$ cat src/rtl/sha_pkg.sv
// Shared widths and pager state encoding for the digest read-out path.
package sha_pkg;

    localparam int unsigned DIGEST_W   = 256;
    localparam int unsigned PAGE_W     = 32;
    localparam int unsigned NUM_PAGES  = 8;
    localparam int unsigned PAGE_IDX_W = 3;

    typedef enum logic [0:0] {
        IDLE = 1'b0,
        SHOW = 1'b1
    } pager_state_e;

endpackage

$ cat src/rtl/button_debouncer.sv
// Synchronises a raw push-button, filters bounce, and emits a one-cycle press pulse.
module button_debouncer #(
    parameter int unsigned DEBOUNCE_CYCLES = 1_000_000
) (
    input  logic clk,
    input  logic rst,
    input  logic btn,
    output logic press
);

    localparam int unsigned CNT_W = (DEBOUNCE_CYCLES > 1) ? $clog2(DEBOUNCE_CYCLES) : 1;
    localparam logic [CNT_W-1:0] CNT_LAST = CNT_W'((DEBOUNCE_CYCLES > 0) ? DEBOUNCE_CYCLES - 1 : 0);

    logic [1:0]       sync_q;
    logic [CNT_W-1:0] cnt_q, cnt_d;
    logic             level_q, level_d;
    logic             press_q, press_d;

    // Accept a new level only after it has differed for DEBOUNCE_CYCLES cycles in a row.
    always_comb begin
        cnt_d   = '0;
        level_d = level_q;
        press_d = 1'b0;
        if (sync_q[1] != level_q) begin
            if (cnt_q == CNT_LAST) begin
                level_d = sync_q[1];
                press_d = sync_q[1];
            end else begin
                cnt_d = cnt_q + CNT_W'(1);
            end
        end
    end

    // Synchroniser and filter state.
    always_ff @(posedge clk or posedge rst) begin
        if (rst) begin
            sync_q  <= '0;
            cnt_q   <= '0;
            level_q <= 1'b0;
            press_q <= 1'b0;
        end else begin
            sync_q  <= {sync_q[0], btn};
            cnt_q   <= cnt_d;
            level_q <= level_d;
            press_q <= press_d;
        end
    end

    assign press = press_q;

endmodule

$ cat src/rtl/hash_digest_pager.sv
// Captures the 256-bit digest on round completion and pages it out 32 bits at a time.
module hash_digest_pager
    import sha_pkg::*;
#(
    parameter int unsigned DEBOUNCE_CYCLES    = 1_000_000,
    parameter int unsigned AUTO_SCROLL_CYCLES = 50_000_000
) (
    input  logic                  clk,
    input  logic                  rst,
    input  logic                  rounds_done,
    input  logic [DIGEST_W-1:0]   hash,
    input  logic                  next_page,
    input  logic                  prev_page,
    input  logic                  auto_en,
    output logic [PAGE_W-1:0]     page_nibbles,
    output logic [PAGE_IDX_W-1:0] page_idx,
    output logic                  digest_valid,
    output logic                  page_tick
);

    localparam bit          AUTO_ON = (AUTO_SCROLL_CYCLES != 0);
    localparam int unsigned AUTO_W  = (AUTO_SCROLL_CYCLES > 1) ? $clog2(AUTO_SCROLL_CYCLES) : 1;
    localparam logic [AUTO_W-1:0] AUTO_LAST =
        AUTO_W'((AUTO_SCROLL_CYCLES > 0) ? AUTO_SCROLL_CYCLES - 1 : 0);

    pager_state_e          state_q, state_d;
    logic [DIGEST_W-1:0]   digest_q, digest_d;
    logic [PAGE_IDX_W-1:0] page_q, page_d;
    logic                  valid_q, valid_d;
    logic                  tick_q, tick_d;
    logic [AUTO_W-1:0]     auto_cnt_q, auto_cnt_d;
    logic                  rd_q;
    logic [1:0]            auto_sync_q;

    logic next_press, prev_press;
    logic capture, man_next, man_prev, auto_active;

    button_debouncer #(.DEBOUNCE_CYCLES(DEBOUNCE_CYCLES)) u_next_db (
        .clk   (clk),
        .rst   (rst),
        .btn   (next_page),
        .press (next_press)
    );

    button_debouncer #(.DEBOUNCE_CYCLES(DEBOUNCE_CYCLES)) u_prev_db (
        .clk   (clk),
        .rst   (rst),
        .btn   (prev_page),
        .press (prev_press)
    );

    assign capture     = rounds_done & ~rd_q;
    assign man_next    = next_press & ~prev_press;
    assign man_prev    = prev_press & ~next_press;
    assign auto_active = AUTO_ON & auto_sync_q[1];

    // Next-state: capture beats any press, a manual step beats the auto timer.
    always_comb begin
        state_d    = state_q;
        digest_d   = digest_q;
        page_d     = page_q;
        valid_d    = valid_q;
        tick_d     = 1'b0;
        auto_cnt_d = '0;
        case (state_q)
            IDLE: begin
                if (capture) begin
                    state_d  = SHOW;
                    digest_d = hash;
                    page_d   = '0;
                    valid_d  = 1'b1;
                    tick_d   = 1'b1;
                end
            end
            SHOW: begin
                if (capture) begin
                    digest_d = hash;
                    page_d   = '0;
                    tick_d   = 1'b1;
                end else if (man_next) begin
                    page_d = page_q + PAGE_IDX_W'(1);
                    tick_d = 1'b1;
                end else if (man_prev) begin
                    page_d = page_q - PAGE_IDX_W'(1);
                    tick_d = 1'b1;
                end else if (auto_active) begin
                    if (auto_cnt_q == AUTO_LAST) begin
                        page_d = page_q + PAGE_IDX_W'(1);
                        tick_d = 1'b1;
                    end else begin
                        auto_cnt_d = auto_cnt_q + AUTO_W'(1);
                    end
                end
            end
            default: state_d = IDLE;
        endcase
    end

    // Pager state registers.
    always_ff @(posedge clk or posedge rst) begin
        if (rst) begin
            state_q     <= IDLE;
            digest_q    <= '0;
            page_q      <= '0;
            valid_q     <= 1'b0;
            tick_q      <= 1'b0;
            auto_cnt_q  <= '0;
            rd_q        <= 1'b0;
            auto_sync_q <= '0;
        end else begin
            state_q     <= state_d;
            digest_q    <= digest_d;
            page_q      <= page_d;
            valid_q     <= valid_d;
            tick_q      <= tick_d;
            auto_cnt_q  <= auto_cnt_d;
            rd_q        <= rounds_done;
            auto_sync_q <= {auto_sync_q[0], auto_en};
        end
    end

    // Page 0 is the most significant word (H0).
    always_comb begin
        page_nibbles = '0;
        for (int i = 0; i < NUM_PAGES; i++) begin
            if (page_q == PAGE_IDX_W'(i)) begin
                page_nibbles = digest_q[PAGE_W*(NUM_PAGES-1-i) +: PAGE_W];
            end
        end
    end

    assign page_idx     = page_q;
    assign digest_valid = valid_q;
    assign page_tick    = tick_q;

endmodule

$ cat config.mk
export PLATFORM = sky130hd
export DESIGN_NAME = hash_digest_pager
export DESIGN_NICKNAME = d
export VERILOG_FILES = /design/src/rtl/sha_pkg.sv /design/src/rtl/button_debouncer.sv /design/src/rtl/hash_digest_pager.sv
export SDC_FILE = /design/constraint.sdc
export NUM_CORES = 1
export LEC_CHECK = 0
export BUFFER_PORTS_ARGS = -buffer_cell sky130_fd_sc_hd__buf_2
export CORE_ASPECT_RATIO = 0.7
export CORE_MARGIN = 5
export CORE_UTILIZATION = 35
export DETAILED_ROUTE_END_ITERATION = 10
export GPL_TIMING_DRIVEN = 0
export HOLD_SLACK_MARGIN = 0.02
export MAX_ROUTING_LAYER = met4
export PLACE_DENSITY = 0.53
export SLEW_MARGIN = 20
export SYNTH_ARGS = -nofsm -noshare
export SYNTH_HDL_FRONTEND = slang
export SYNTH_HIERARCHICAL = 1
export SYNTH_SLANG_ARGS = --single-unit
$ cat constraint.sdc
create_clock -name clk -period 22.8 [get_ports clk]
set_clock_uncertainty 0.05 [all_clocks]
set_input_delay 3.42 -clock clk [delete_from_list [all_inputs] [get_ports clk]]
set_output_delay 3.42 -clock clk [all_outputs]
set_load 0.02 [all_outputs]
Word-level counts from Yosys, hierarchy flattened
Cells that the tools add are included.

Add/sub/neg operators: 5. $mul: 0. Div/mod/pow operators: 0. Magnitude comparators: 0. Eq/ne operators: 15. Shift operators: 0. Muxes and demuxes: 38. Bitwise logic cells: 7. Reductions and logical operators: 5.

Operator list (count): $mux W256 (1); $mux W32 (8); $mux W26 (6); $mux W20 (4); $add A20 B1 Y20 const B (2); $eq A20 B20 Y1 const B (2); $add A26 B1 Y26 const B (1); $eq A26 B26 Y1 const B (1); $mux W3 (6); $eq A3 B3 Y1 const B (4); $mux W1 (11); $ne A5 B1 Y1 const B (2); $eq A3 B2 Y1 const B (2); $pmux W3 S2 (1); $reduce_and A2 Y1 (3); $not A1 Y1 (4); $add A3 B1 Y3 const B (1); $and A1 B1 Y1 (3); $eq A3 B1 Y1 const B (1); $logic_not A3 Y1 (1); $reduce_and A3 Y1 (1); $sub A3 B1 Y3 const B (1); $ne A1 B1 Y1 (2); $ne A2 B2 Y1 const B (1); $pmux W1 S2 (1).

Register bits after elaboration: 339. Latch bits: 0. RAM bits: 0. Memory bits (read-only): 0. Input port bits: 262. Memories kept: 0.

Longest topological paths before layout
Depth after elaboration: 9. Mapped depth: 9.

Modules after synthesis
The synthesis kept the hierarchy.

By module, submodules not included: hash_digest_pager (times used 1, cells each 1684, area each 13710.6 um^2, sequential area each 7282.0 um^2); button_debouncer (times used 2, cells each 108, area each 1188.6 um^2, sequential area each 600.6 um^2).

Least setup slack after synthesis
Ideal clock, no wire load.

Kind: reg-to-output. From: register page_q[0], in the netlist page_idx[0]. To: output port page_nibbles[29]. Data arrival time: 2177 ps. Required time: 19330 ps. Setup slack: 17153 ps. Cell stages (with the launch flop): 9. Path buffers: 2. Path through: dfrtp_1 > inv_1 > ha_1 > buf_2 > o21ai_0 > clkbuf_1 > a22o_1 > o221ai_1 > a21oi_1.

Word-level cells in the longest chain between the ends: 9.

RTL lines: start, declared (RTL line hash_digest_pager.sv:28) `logic [PAGE_IDX_W-1:0] page_q, page_d;`; start signal, assigned (RTL line hash_digest_pager.sv:113) `page_q <= page_d;`; $logic_not A3 Y1 (RTL line hash_digest_pager.sv:126) `if (page_q == PAGE_IDX_W'(i)) begin`; $mux W32 (7 in a row) (RTL line hash_digest_pager.sv:126); $mux W32 * (RTL line hash_digest_pager.sv:126); end, declared (RTL line hash_digest_pager.sv:15) `output logic [PAGE_W-1:0] page_nibbles,`.

Every way passes the cells marked *; elsewhere a longest branch is shown, timed or not.

Worst setup path in the final report
From: register page_q[0], in the netlist page_idx[0]. To: output port page_nibbles[11].

Same word-level chain as after synthesis.

==> impl_metrics.toml <==
[status]
status = "completed"

[logic_synthesis]
synth_common_cells = "nand2_1 (884), dfrtp_1 (339), a21oi_1 (108)"
async_reset_ff_frac = 1.00
synth_nets = 2174
yosys.area.top_type = "dfrtp_1"
synth_edf_count = 0
yosys_warnings = 6
ys.flop_type = "dfrtp_1"
syn_area_um2 = 16100
avgSynthCellArea_um2 = 8.47
synthCells = 1900
ys_ff_latch = 339
synth-seq-area-share = 0.527
synth.area.top_cells = "dfrtp_1 (53%), nand2_1 (21%), a21oi_1 (3.4%), clkbuf_1 (2.2%), a22o_1 (1.7%)"
synth.distinct_cells = 56
synth.most_common_cell = "nand2_1"
synth_top_area_frac = 0.527

[power]
cellPowerDensity_nw_per_um2 = 76.3
p_seq_frac = 0.466
p_clk_frac = 0.415
leakagePower_nw = 10.0
p_comb_frac = 0.119
switching_share = 0.272
p_int_mw = 1.09
ir_worst_vdd_mv = 0.0457
p_sw_mw = 0.408

[place]
numPortBuffers = 298
post-place-ws_ns = 16.46
placed_cell_area_um2 = 18400
gp_congestion = 0.876
dp.final_hpwl_mm = 43.2

[routing]
wl_per_cell_um = 20.1
vias_per_cell = 5.05
drtAntennaViolNets = 0
first_iter_violations = 1061
vias = 14500
drt_first_pass_iters = 7
routed_wl_mm = 57.9
drc_errors = 0

[cells_and_area]
final_area_um2 = 19700
drive_above_1_share = 0.177
n_fill_cell = 4675
ff_latch_area_um2 = 8480
layout.nets = 2516
area_growth_pct = 22.3
utilization = 0.435
multi_input_comb_area_um2 = 7080

[critical_path]
path_class = "reg2out"
cp_data_arrival_time_ns = 3.44
cp_common_cell = "buf_2"
worstPathRequired_ns = 19.33
path_cells = "inv_1 > ha_1 > buf_2 > o21ai_0 > clkbuf_1 > a22o_1 > o221ai_1 > a21oi_1 > buf_2"
critical_path_peak_fanout = 10
worst_setup_path_start_kind = "flop"
crit_path_top_delay_cell = "clkbuf_1"
cp-end-kind = "output port"
cpPeakStageDelay_ns = 0.58

[timing]
rsz0062_at_grt = "false"
setup_ws_ns = 15.89
final_max_slew_viol_count = 0
maxSlewHeadroom = 0.340
hold_viol_final = 0
setup_tns_ns = 0
tightest_slew_ns = 0.990
finalCritPeriodShare = 0.303
setup_viol = 0
finalCriticalPeriod_ns = 6.91
fmax_mhz = 145
hold-worst-slack_ns = 0.300

[grt]
track_usage = 0.227
overflow = 0
grt_pass1_vias = 14273
grt_max_degree = 84
antenna_found_initial = 3
grt_pass1_wl_mm = 86.1

[floorplan]
core-area_um2 = 45200
die_w_um = 266
row_count = 65
start_util = 0.356
ios = 299
die_h_um = 189
die_area_um2 = 50400

[clock_tree]
ctsHoldBuffers = 0
path_clk_slew_ns = 0.06
clockBufferDepth = 3
cts_buffers = 39
clock_sinks = 339
cts-root-buf = "clkbuf_16"
htreeDepth = 2
clk_latency_ns = 0.54
postCtsSetupBuffers = 0
cts_tree = "done"
cts_resized = 0

[hold_path]
hold_path_class = "reg2reg"

[flow_run]
maxCapViolations = 0
## layout by cell type, fill, tap and decap left out, types with 3 or more instances in the layout
| cell | instances |
|---|---|
| a21oi_1 | 108 |
| a22o_1 | 31 |
| and3_1 | 8 |
| and4_1 | 6 |
| buf_1 | 4 |
| buf_16 | 3 |
| buf_2 | 307 |
| bufinv_16 | 3 |
| clkbuf_1 | 103 |
| clkbuf_16 | 39 |
| clkbuf_8 | 5 |
| clkinv_2 | 8 |
| dfrtp_1 | 339 |
| diode_2 | 3 |
| ha_1 | 12 |
| inv_1 | 14 |
| mux2i_1 | 3 |
| nand2_1 | 884 |
| nand2b_1 | 34 |
| nand3_1 | 29 |
| nand3_2 | 4 |
| nand3b_1 | 31 |
| nand4_1 | 13 |
| nand4_2 | 4 |
| nor2_1 | 70 |
| nor3_1 | 8 |
| nor4_1 | 5 |
| nor4_2 | 5 |
| nor4bb_1 | 4 |
| o21ai_0 | 7 |
| o221ai_1 | 31 |
| o22ai_1 | 32 |
| o31ai_1 | 7 |
| or2_1 | 4 |
| or4_1 | 6 |
| xnor2_1 | 25 |
| xor2_1 | 29 |
## worst max-delay path, delay by kind of cell (launching register included)
kind                       cells  cell delay (ns)
DFF                            1             0.43
adders and majority gates      1             0.21
buffers and inverters          4             1.11
AOI/OAI and AO/OA              4             1.15
## kinds of logic after synthesis
family	count (synthesis)	share of synthesized area
adder cells (fa/ha/maj)	12	0.00933
AND/OR/NAND/NOR	1134	0.303
XOR/XNOR	54	0.0294
flip-flops	339	0.527
buffers and inverters	129	0.0329
multiplexers	5	0.00373
AO/OA/AOI/OAI	227	0.0943
## state kept, by name, summed over array words and instances (netlist names)
signal,cells
page_idx,3
page_tick,1
digest_q,256
u_next_db/sync_q,2
digest_valid,1
state_q,1
u_prev_db/cnt_q,20
auto_sync_q,2
auto_cnt_q,26
u_prev_db/level_q,1
rd_q,1
u_next_db/level_q,1
u_prev_db/press,1
u_next_db/press,1
u_prev_db/sync_q,2
u_next_db/cnt_q,20
## per-layer routing
metal	vias to the layer above	GRT usage	share of wire
li1	6925	-	-
met1	7036	0.337	0.48
met2	469	0.327	0.43
met3	70	0.0409	0.072
met4	0	0.0453	0.017
met5	-	-	0
## power groups by stage
stage | logic [mW] | clock network [mW] | registers [mW]
floorplan | 0.104 | 0 | 0.696
global placement | 0.175 | 0 | 0.708
detailed placement | 0.179 | 0 | 0.708
CTS | 0.180 | 0.636 | 0.698
global route | 0.200 | 0.662 | 0.705
finish | 0.178 | 0.623 | 0.699
## final cells by class
cell class	instances	share of cell area
Sequential cell	339	0.431
Multi-Input combinational cell	1432	0.360
Timing Repair Buffer	301	0.0800
Clock buffer	53	0.0548
Tap cell	603	0.0384
Buffer	112	0.0237
Clock inverter	14	0.00802
Inverter	17	0.00363
Antenna cell	3	0.000382
## path summary, 6_finish.rpt
| path | start | end | cells past startpoint | slack (ns) |
|---|---|---|---|---|
| min reg2reg | u_prev_db/sync_q[0] | u_prev_db/sync_q[1] | 0 | 0.30 |
| max reg2reg | rd_q | digest_q[185] | 6 | 20.07 |
| max | page_idx[0] | page_nibbles[11] | 9 | 15.89 |
| min in group asynchronous | rst | digest_q[33] | 2 | 2.93 |
| min | u_prev_db/sync_q[0] | u_prev_db/sync_q[1] | 0 | 0.30 |
| max in group asynchronous | rst | digest_q[150] | 4 | 18.60 |
## through the flow
step	power, mW	instances
after floorplan	0.800	1900
after global placement	0.882	2801
after detailed placement	0.887	2804
after CTS	1.51	2871
after global routing	1.57	2874
final	1.50	2874
No activity file was read; power rests on OpenSTA's default activity.
